`config.mk`:
```
export PLATFORM = sky130hd
export DESIGN_NAME = para_to_serial_hs_flat
export DESIGN_NICKNAME = d
export VERILOG_FILES = /design/src/rtl/para_to_serial_hs_if.sv /design/src/rtl/para_to_serial_hs.sv /design/src/flat_wrapper.sv
export SDC_FILE = /design/constraint.sdc
export NUM_CORES = 1
export LEC_CHECK = 0
export ABC_AREA = 1
export BUFFER_PORTS_ARGS = -buffer_cell sky130_fd_sc_hd__buf_2
export CAP_MARGIN = 20
export CORE_ASPECT_RATIO = 1.1
export CORE_UTILIZATION = 60
export CTS_BUF_LIST = sky130_fd_sc_hd__clkbuf_4
export CTS_CLUSTER_DIAMETER = 150
export DETAILED_ROUTE_END_ITERATION = 12
export PLACE_DENSITY = 0.89
export SYNTH_ARGS = -nofsm -noshare
export SYNTH_HDL_FRONTEND = slang
export SYNTH_SLANG_ARGS = --single-unit
```
`constraint.sdc`:
```
create_clock -name clk -period 13.7 [get_ports clk]
set_input_delay 0.685 -clock clk [delete_from_list [all_inputs] [get_ports clk]]
set_output_delay 0.685 -clock clk [all_outputs]
set_load 0.01 [all_outputs]
```
`src/rtl/para_to_serial_hs_if.sv`:
```
// Handshake bundle for para_to_serial_hs: parallel block input stream and serial word output stream.
// The converter connects through the slave modport; the producer/consumer side uses master.
interface para_to_serial_hs_if #(
  parameter int IN_W  = 256,
  parameter int OUT_W = 32
);
  localparam int CNT_W = $clog2(IN_W / OUT_W);

  logic             in_valid;
  logic             in_ready;
  logic [IN_W-1:0]  in_data;
  logic             out_valid;
  logic             out_ready;
  logic [OUT_W-1:0] out_data;
  logic             out_last;
  logic [CNT_W-1:0] out_idx;
  logic             busy;

  modport master (
    output in_valid, in_data, out_ready,
    input  in_ready, out_valid, out_data, out_last, out_idx, busy
  );

  modport slave (
    input  in_valid, in_data, out_ready,
    output in_ready, out_valid, out_data, out_last, out_idx, busy
  );
endinterface

```
`src/rtl/para_to_serial_hs.sv`:
```
// Handshaked parallel-to-serial converter: one IN_W block out as IN_W/OUT_W words of OUT_W bits.
// Define PTS_DBLBUF_EN to add a pending block register so back-to-back blocks stream without a bubble.
//
// state    | meaning
// ---------+-------------------------------------------------------------
// ST_IDLE  | no block held, ready to accept
// ST_SHIFT | emitting word idx of the held block, waiting on out_ready
module para_to_serial_hs #(
  parameter int IN_W      = 256,
  parameter int OUT_W     = 32,
  parameter bit MSB_FIRST = 1'b1
) (
  input  logic                 clk,
  input  logic                 rst,
  para_to_serial_hs_if.slave   bus
);
  localparam int N     = IN_W / OUT_W;
  localparam int CNT_W = $clog2(N);
  localparam logic [CNT_W-1:0] IDX_LAST = CNT_W'(N - 1);

  localparam logic [0:0] ST_IDLE  = 1'b0;
  localparam logic [0:0] ST_SHIFT = 1'b1;

  logic [0:0]       state_q, state_d;
  logic [CNT_W-1:0] idx_q, idx_d;
  logic [IN_W-1:0]  hold_q, hold_d;
`ifdef PTS_DBLBUF_EN
  logic [IN_W-1:0]  pend_q, pend_d;
  logic             pend_full_q, pend_full_d;
`endif

  logic             shifting;
  logic             in_ready_int;
  logic             accept;
  logic             beat;
  logic [CNT_W-1:0] sel;
  logic [31:0]      base;

  assign shifting = (state_q == ST_SHIFT);
`ifdef PTS_DBLBUF_EN
  assign in_ready_int = !pend_full_q;
`else
  assign in_ready_int = (state_q == ST_IDLE);
`endif
  assign accept = bus.in_valid && in_ready_int;
  assign beat   = shifting && bus.out_ready;

  // Word 0 is the top slice when MSB_FIRST, so the slice index runs backwards.
  always_comb begin
    sel  = MSB_FIRST ? (IDX_LAST - idx_q) : idx_q;
    base = 32'(sel) * 32'(OUT_W);
  end

  assign bus.in_ready  = in_ready_int && !rst;
  assign bus.out_valid = shifting;
  assign bus.busy      = shifting;
  assign bus.out_idx   = idx_q;
  assign bus.out_last  = shifting && (idx_q == IDX_LAST);
  assign bus.out_data  = shifting ? hold_q[base +: OUT_W] : '0;

  always_comb begin
    state_d = state_q;
    idx_d   = idx_q;
    hold_d  = hold_q;
`ifdef PTS_DBLBUF_EN
    pend_d      = pend_q;
    pend_full_d = pend_full_q;
`endif
    case (state_q)
      ST_IDLE: begin
        if (accept) begin
          hold_d  = bus.in_data;
          idx_d   = '0;
          state_d = ST_SHIFT;
        end
      end
      ST_SHIFT: begin
`ifdef PTS_DBLBUF_EN
        if (beat && (idx_q == IDX_LAST)) begin
          idx_d = '0;
          if (pend_full_q) begin
            hold_d      = pend_q;
            pend_full_d = 1'b0;
          end else if (accept) begin
            hold_d = bus.in_data;
          end else begin
            state_d = ST_IDLE;
          end
        end else begin
          if (beat) idx_d = idx_q + 1'b1;
          if (accept) begin
            pend_d      = bus.in_data;
            pend_full_d = 1'b1;
          end
        end
`else
        if (beat) begin
          if (idx_q == IDX_LAST) begin
            idx_d   = '0;
            state_d = ST_IDLE;
          end else begin
            idx_d = idx_q + 1'b1;
          end
        end
`endif
      end
      default: begin
        state_d = ST_IDLE;
        idx_d   = '0;
      end
    endcase
  end

  always_ff @(posedge clk or posedge rst) begin
    if (rst) begin
      state_q <= ST_IDLE;
      idx_q   <= '0;
      hold_q  <= '0;
`ifdef PTS_DBLBUF_EN
      pend_q      <= '0;
      pend_full_q <= 1'b0;
`endif
    end else begin
      state_q <= state_d;
      idx_q   <= idx_d;
      hold_q  <= hold_d;
`ifdef PTS_DBLBUF_EN
      pend_q      <= pend_d;
      pend_full_q <= pend_full_d;
`endif
    end
  end
endmodule

```
`src/flat_wrapper.sv`:
```
// flat-port wrapper written by rule: the top's interface ports become plain ports
module para_to_serial_hs_flat 
#(
  parameter int IN_W      = 256,
  parameter int OUT_W     = 32,
  parameter bit MSB_FIRST = 1'b1
)
  (clk, rst, bus_in_valid, bus_in_data, bus_out_ready, bus_in_ready, bus_out_valid, bus_out_data, bus_out_last, bus_out_idx, bus_busy);
  para_to_serial_hs_if #(.IN_W(IN_W), .OUT_W(OUT_W)) bus_i ();
  input  logic clk;
  input  logic rst;
  input wire logic [$bits(bus_i.in_valid)-1:0] bus_in_valid;
  input wire logic [$bits(bus_i.in_data)-1:0] bus_in_data;
  input wire logic [$bits(bus_i.out_ready)-1:0] bus_out_ready;
  output wire logic [$bits(bus_i.in_ready)-1:0] bus_in_ready;
  output wire logic [$bits(bus_i.out_valid)-1:0] bus_out_valid;
  output wire logic [$bits(bus_i.out_data)-1:0] bus_out_data;
  output wire logic [$bits(bus_i.out_last)-1:0] bus_out_last;
  output wire logic [$bits(bus_i.out_idx)-1:0] bus_out_idx;
  output wire logic [$bits(bus_i.busy)-1:0] bus_busy;
  assign bus_i.in_valid = bus_in_valid;
  assign bus_i.in_data = bus_in_data;
  assign bus_i.out_ready = bus_out_ready;
  assign bus_in_ready = bus_i.in_ready;
  assign bus_out_valid = bus_i.out_valid;
  assign bus_out_data = bus_i.out_data;
  assign bus_out_last = bus_i.out_last;
  assign bus_out_idx = bus_i.out_idx;
  assign bus_busy = bus_i.busy;
  para_to_serial_hs #(.IN_W(IN_W), .OUT_W(OUT_W), .MSB_FIRST(MSB_FIRST)) u_core (.clk(clk), .rst(rst), .bus(bus_i));
endmodule
```
# After elaboration in Yosys (flattened, before gate mapping)
# Cells that the tools add are included.
[op_classes]
n_addsub = 2
eq_ne = 3
shifts = 1
muxes = 9
bitwise_logic = 1
reduce_logical = 7
[ops]
columns = ["operator", "n"]
rows = [
  ["256-bit by 9-bit variable part select with 32-bit output", 1],
  ["32-bit 2-to-1 mux", 1],
  ["3-bit 2-to-1 mux", 3],
  ["3-bit one-hot mux with 2 select lines", 1],
  ["1-bit logical AND", 4],
  ["2-bit inequality test, second input constant", 2],
  ["2-bit AND reduction", 2],
  ["3-bit by 1-bit adder with 3-bit output, second input constant", 1],
  ["3-bit == test, second input constant", 1],
  ["1-bit 2-to-1 mux", 3],
  ["3-bit subtractor, first input constant", 1],
  ["1-bit one-hot mux with 2 select lines", 1],
  ["1-bit logical NOT", 1],
  ["1-bit NOT", 1],
]
[word_totals]
reg_bits = 260
in_bits = 260
out_inout_bits = 39
elab_cells = 26

# Depth between registers and ports, before layout
[depth]
word_depth = 4
depth_mapped = 8
ltp_nobuf = 6

# Least setup slack after synthesis
# OpenSTA, ideal clock, no wires.
[synth_timing]
path_type = "register -> output"
start = "register u_core.idx_q[1] (netlist: u_core.bus.out_idx[1])"
end = "output bus_out_data[10]"
t_arrival_ps = 1200
required_ps = 13015
slack_ps = 11815
path_stages_with_launch = 8
path_buffers = 2
cell_sequence = "dfrtp_1 -> inv_1 -> buf_2 -> buf_2 -> nand3_1 -> nand3_1 -> nand2_1 -> nor2_1"
[synth_via]
elab_chain_cells = 3
[synth_rtl]
columns = ["element", "line_no", "text"]
rows = [
  ["from (decl)", "para_to_serial_hs.sv:25", "logic [CNT_W-1:0] idx_q, idx_d;"],
  ["from (signal assigned)", "para_to_serial_hs.sv:125", "idx_q <= idx_d;"],
  ["3-bit subtractor", "para_to_serial_hs.sv:50", "sel = MSB_FIRST ? (IDX_LAST - idx_q) : idx_q;"],
  ["256-bit by 9-bit variable part select with 32-bit output", "para_to_serial_hs.sv:59", "assign bus.out_data = shifting ? hold_q[base +: OUT_W] : '0;"],
  ["32-bit 2-to-1 mux", "para_to_serial_hs.sv:59", ""],
  ["to (decl)", "flat_wrapper.sv:17", "output wire logic [$bits(bus_i.out_data)-1:0] bus_out_data;"],
]
# Every way passes these cells.

# Final worst setup path
[layout_timing]
start = "register u_core.idx_q[0] (netlist: u_core.bus.out_idx[0])"
end = "output bus_out_data[17]"
# The elaborated chain is that of the path after synthesis.

==> results.json <==
{
  "status": "finished, final reports clean",
  "syn_inst": 1704,
  "period_needed_ps": 4130,
  "syn_area_per_cell_um2": 7.39,
  "core_area_um2": 20600,
  "io_pins": 299,
  "holdWs_ps": 219,
  "cts.sinks": 260,
  "endpoint_kind": "primary output",
  "skew_ps": 20.1,
  "drtIter0Drc": 1127,
  "synth_edf_count": 0,
  "cpLargestDelayFamily": "buffers and inverters",
  "route.detailed.drc": 0,
  "synth.cell_area_um2": 12600,
  "worst_hold_path_type": "in -> async",
  "worstPathRequired_ps": 13020,
  "synth_top_area_frac": 0.516,
  "start_kind": "flip-flop",
  "grt.overflow.total": 0,
  "cts_tree": "yes",
  "start_util": 0.612,
  "cts_setup_buffers": 0,
  "synth-seq-cells": 260,
  "cts_hold_buf": 0,
  "vias": 12100,
  "via_per_inst": 5.29,
  "met2_usage": 0.530,
  "cts_buffers": 69,
  "htreeDepth": 3,
  "placed_area_um2": 14000,
  "synthArstFlopShare": 1.00,
  "rows": 55,
  "fin_area_um2": 14900,
  "path_buf_inv": 4,
  "portBuffers": 298,
  "power.switching_uw": 1520,
  "peakVddDrop_mv": 0.151,
  "pwr-share-seq": 0.364,
  "grtUsageMet1": 0.428,
  "rsz0062_at_grt": "no",
  "clk_pin_slew_ps": 70,
  "antenna_found_initial": 10,
  "worst_pin_slew_ps": 1070,
  "hold_violations": 0,
  "wirelength_um": 35800,
  "p_comb_frac": 0.446,
  "ctsRootBufferMaster": "clkbuf_4",
  "final_nets": 2239,
  "die_w_um": 140,
  "grt_pass1_vias": 11700,
  "synth_largest_area_cell": "dfrtp_1",
  "die_y_um": 154,
  "clk_latency_ps": 650,
  "synth.area.top_cells": "dfrtp_1 (52%), a21oi_1 (10%), nand2_1 (9.7%), nor2_1 (9.6%), inv_1 (7.8%)",
  "synthFlopType": "dfrtp_1",
  "crit_type": "reg -> out",
  "cts_buffer_depth": 3,
  "first_pass_iters": 6,
  "synthMostInstantiatedCell": "nand2_1",
  "drive_gt1_frac": 0.213,
  "slew_headroom": 0.288,
  "path_max_fanout": 67,
  "power.leakage_uw": 0.00857,
  "slew_viol_final": 0,
  "final_core_util": 0.726,
  "grt_util_met3": 0.0757,
  "nFillCells": 1595,
  "crit_chain": "inv_4, buf_4, buf_12, nand2_1, nand3_1, nand3_1, nand2_1, nor2_1, buf_2",
  "grt_usage": 0.336,
  "swShare": 0.424,
  "gp_congestion": 0.911,
  "dp_hpwl_um": 23400,
  "grt_busiest_layer": "met2",
  "yosys-top-cells-count": "nand2_1 (325), nor2_1 (321), inv_1 (262)",
  "synth_seq_area_share": 0.516,
  "postRouteAntennaNets": 0,
  "dieArea_um2": 21600,
  "maxCapViolations": 0,
  "grt_max_degree": 193,
  "area_delta_synth_final_pct": 18.6,
  "power.share.clock": 0.190,
  "wl_per_cell_um": 15.7,
  "syn-num-nets": 1966,
  "grt_pass1_wl_um": 56600,
  "max_stage_delay_ps": 750,
  "cts_resized": 0,
  "timing.final.crit_share": 0.302,
  "critPathArrivalTime_ps": 3450,
  "crit_slowest_cell": "dfrtp_4",
  "synth_warnings": 0,
  "tns_ps": 0,
  "fmax_ghz": 0.242,
  "setup_viol": 0,
  "ys_types": 16,
  "p_int_uw": 2060,
  "power_density_nw_per_um2": 240
}
[final cells by class]
class	count	area, µm²	area share
flip-flops and latches	260	6510	0.436
multi-input cells	1071	4590	0.307
repair buffers	312	1650	0.110
inverters	263	997	0.0667
clock buffers	107	803	0.0538
well taps	256	320	0.0214
clock inverters	7	52.6	0.00352
diodes	9	22.5	0.00151
[kinds of logic (layout without fill, tap and decap cells)]
| group | after synthesis | after routing | share of synthesized area |
|---|---|---|---|
| flip-flops | 260 | 260 | 0.516 |
| AO/OA/AOI/OAI | 259 | 259 | 0.103 |
| other | 0 | 9 | 0 |
| AND/OR/NAND/NOR | 810 | 810 | 0.258 |
| buffers and inverters | 373 | 689 | 0.121 |
| adder cells (fa/ha/maj) | 2 | 2 | 0.00199 |
[power groups by stage]
stage	registers (µW)	logic (µW)	clock network [µW]
after floorplan	1250	1140	0
after global placement	1290	1510	0
after detailed placement	1310	1570	0
after CTS	1300	1580	688
after global routing	1340	1790	731
final	1300	1600	681
[path summary, 6_finish.rpt]
check | slack, ps | from | endpoint | cells after the start
min in group clk | 270 | bus_in_data[1] | u_core.hold_q[1] | 3
max reg2reg | 10630 | u_core.bus.busy | u_core.hold_q[184] | 8
max in group asynchronous | 11880 | rst | u_core.hold_q[226] | 3
min | 220 | rst | u_core.hold_q[252] | 2
max | 9570 | u_core.bus.out_idx[0] | bus_out_data[17] | 9
min reg2reg | 510 | u_core.hold_q[226] | u_core.hold_q[226] | 2
[worst register-to-register path, cell delays in order (launching register included)]
cell	delay (ps)
dfrtp_1	340
inv_1	90
nand2_8	720
buf_4	430
buf_16	370
buf_4	410
buf_16	350
nor2_1	120
a21oi_1	160
[state kept, by name (all words and copies together) (netlist names)]
name                flops
u_core.hold_q         256
u_core.bus.out_idx      3
u_core.bus.busy         1
[per-stage QoR]
stage                     total power (µW)  cells  setup slack, ps
after floorplan                       2380   1704             5860
final                                 3580   2285             9570
after CTS                             3560   2273             9450
after detailed placement              2880   2159             9680
after global routing                  3860   2283             9410
after global placement                2810   2159             9770
[routing by layer]
| layer | up-vias | share of wire |
|---|---|---|
| met2 | 630 | 0.47 |
| met5 | - | 0.00075 |
| li1 | 5791 | - |
| met1 | 5535 | 0.39 |
| met3 | 118 | 0.092 |
| met4 | 4 | 0.047 |
[layout by cell type, fill, tap and decap left out, types with 2 or more instances in the layout]
| master | instances |
|---|---|
| a21oi_1 | 256 |
| buf_16 | 2 |
| buf_2 | 298 |
| buf_4 | 11 |
| clkbuf_4 | 107 |
| clkinv_1 | 2 |
| dfrtp_1 | 257 |
| dfrtp_2 | 2 |
| diode_2 | 9 |
| ha_1 | 2 |
| inv_1 | 260 |
| inv_2 | 5 |
| nand2_1 | 325 |
| nand3_1 | 163 |
| nor2_1 | 321 |
Power figures use the tool's default switching activity.
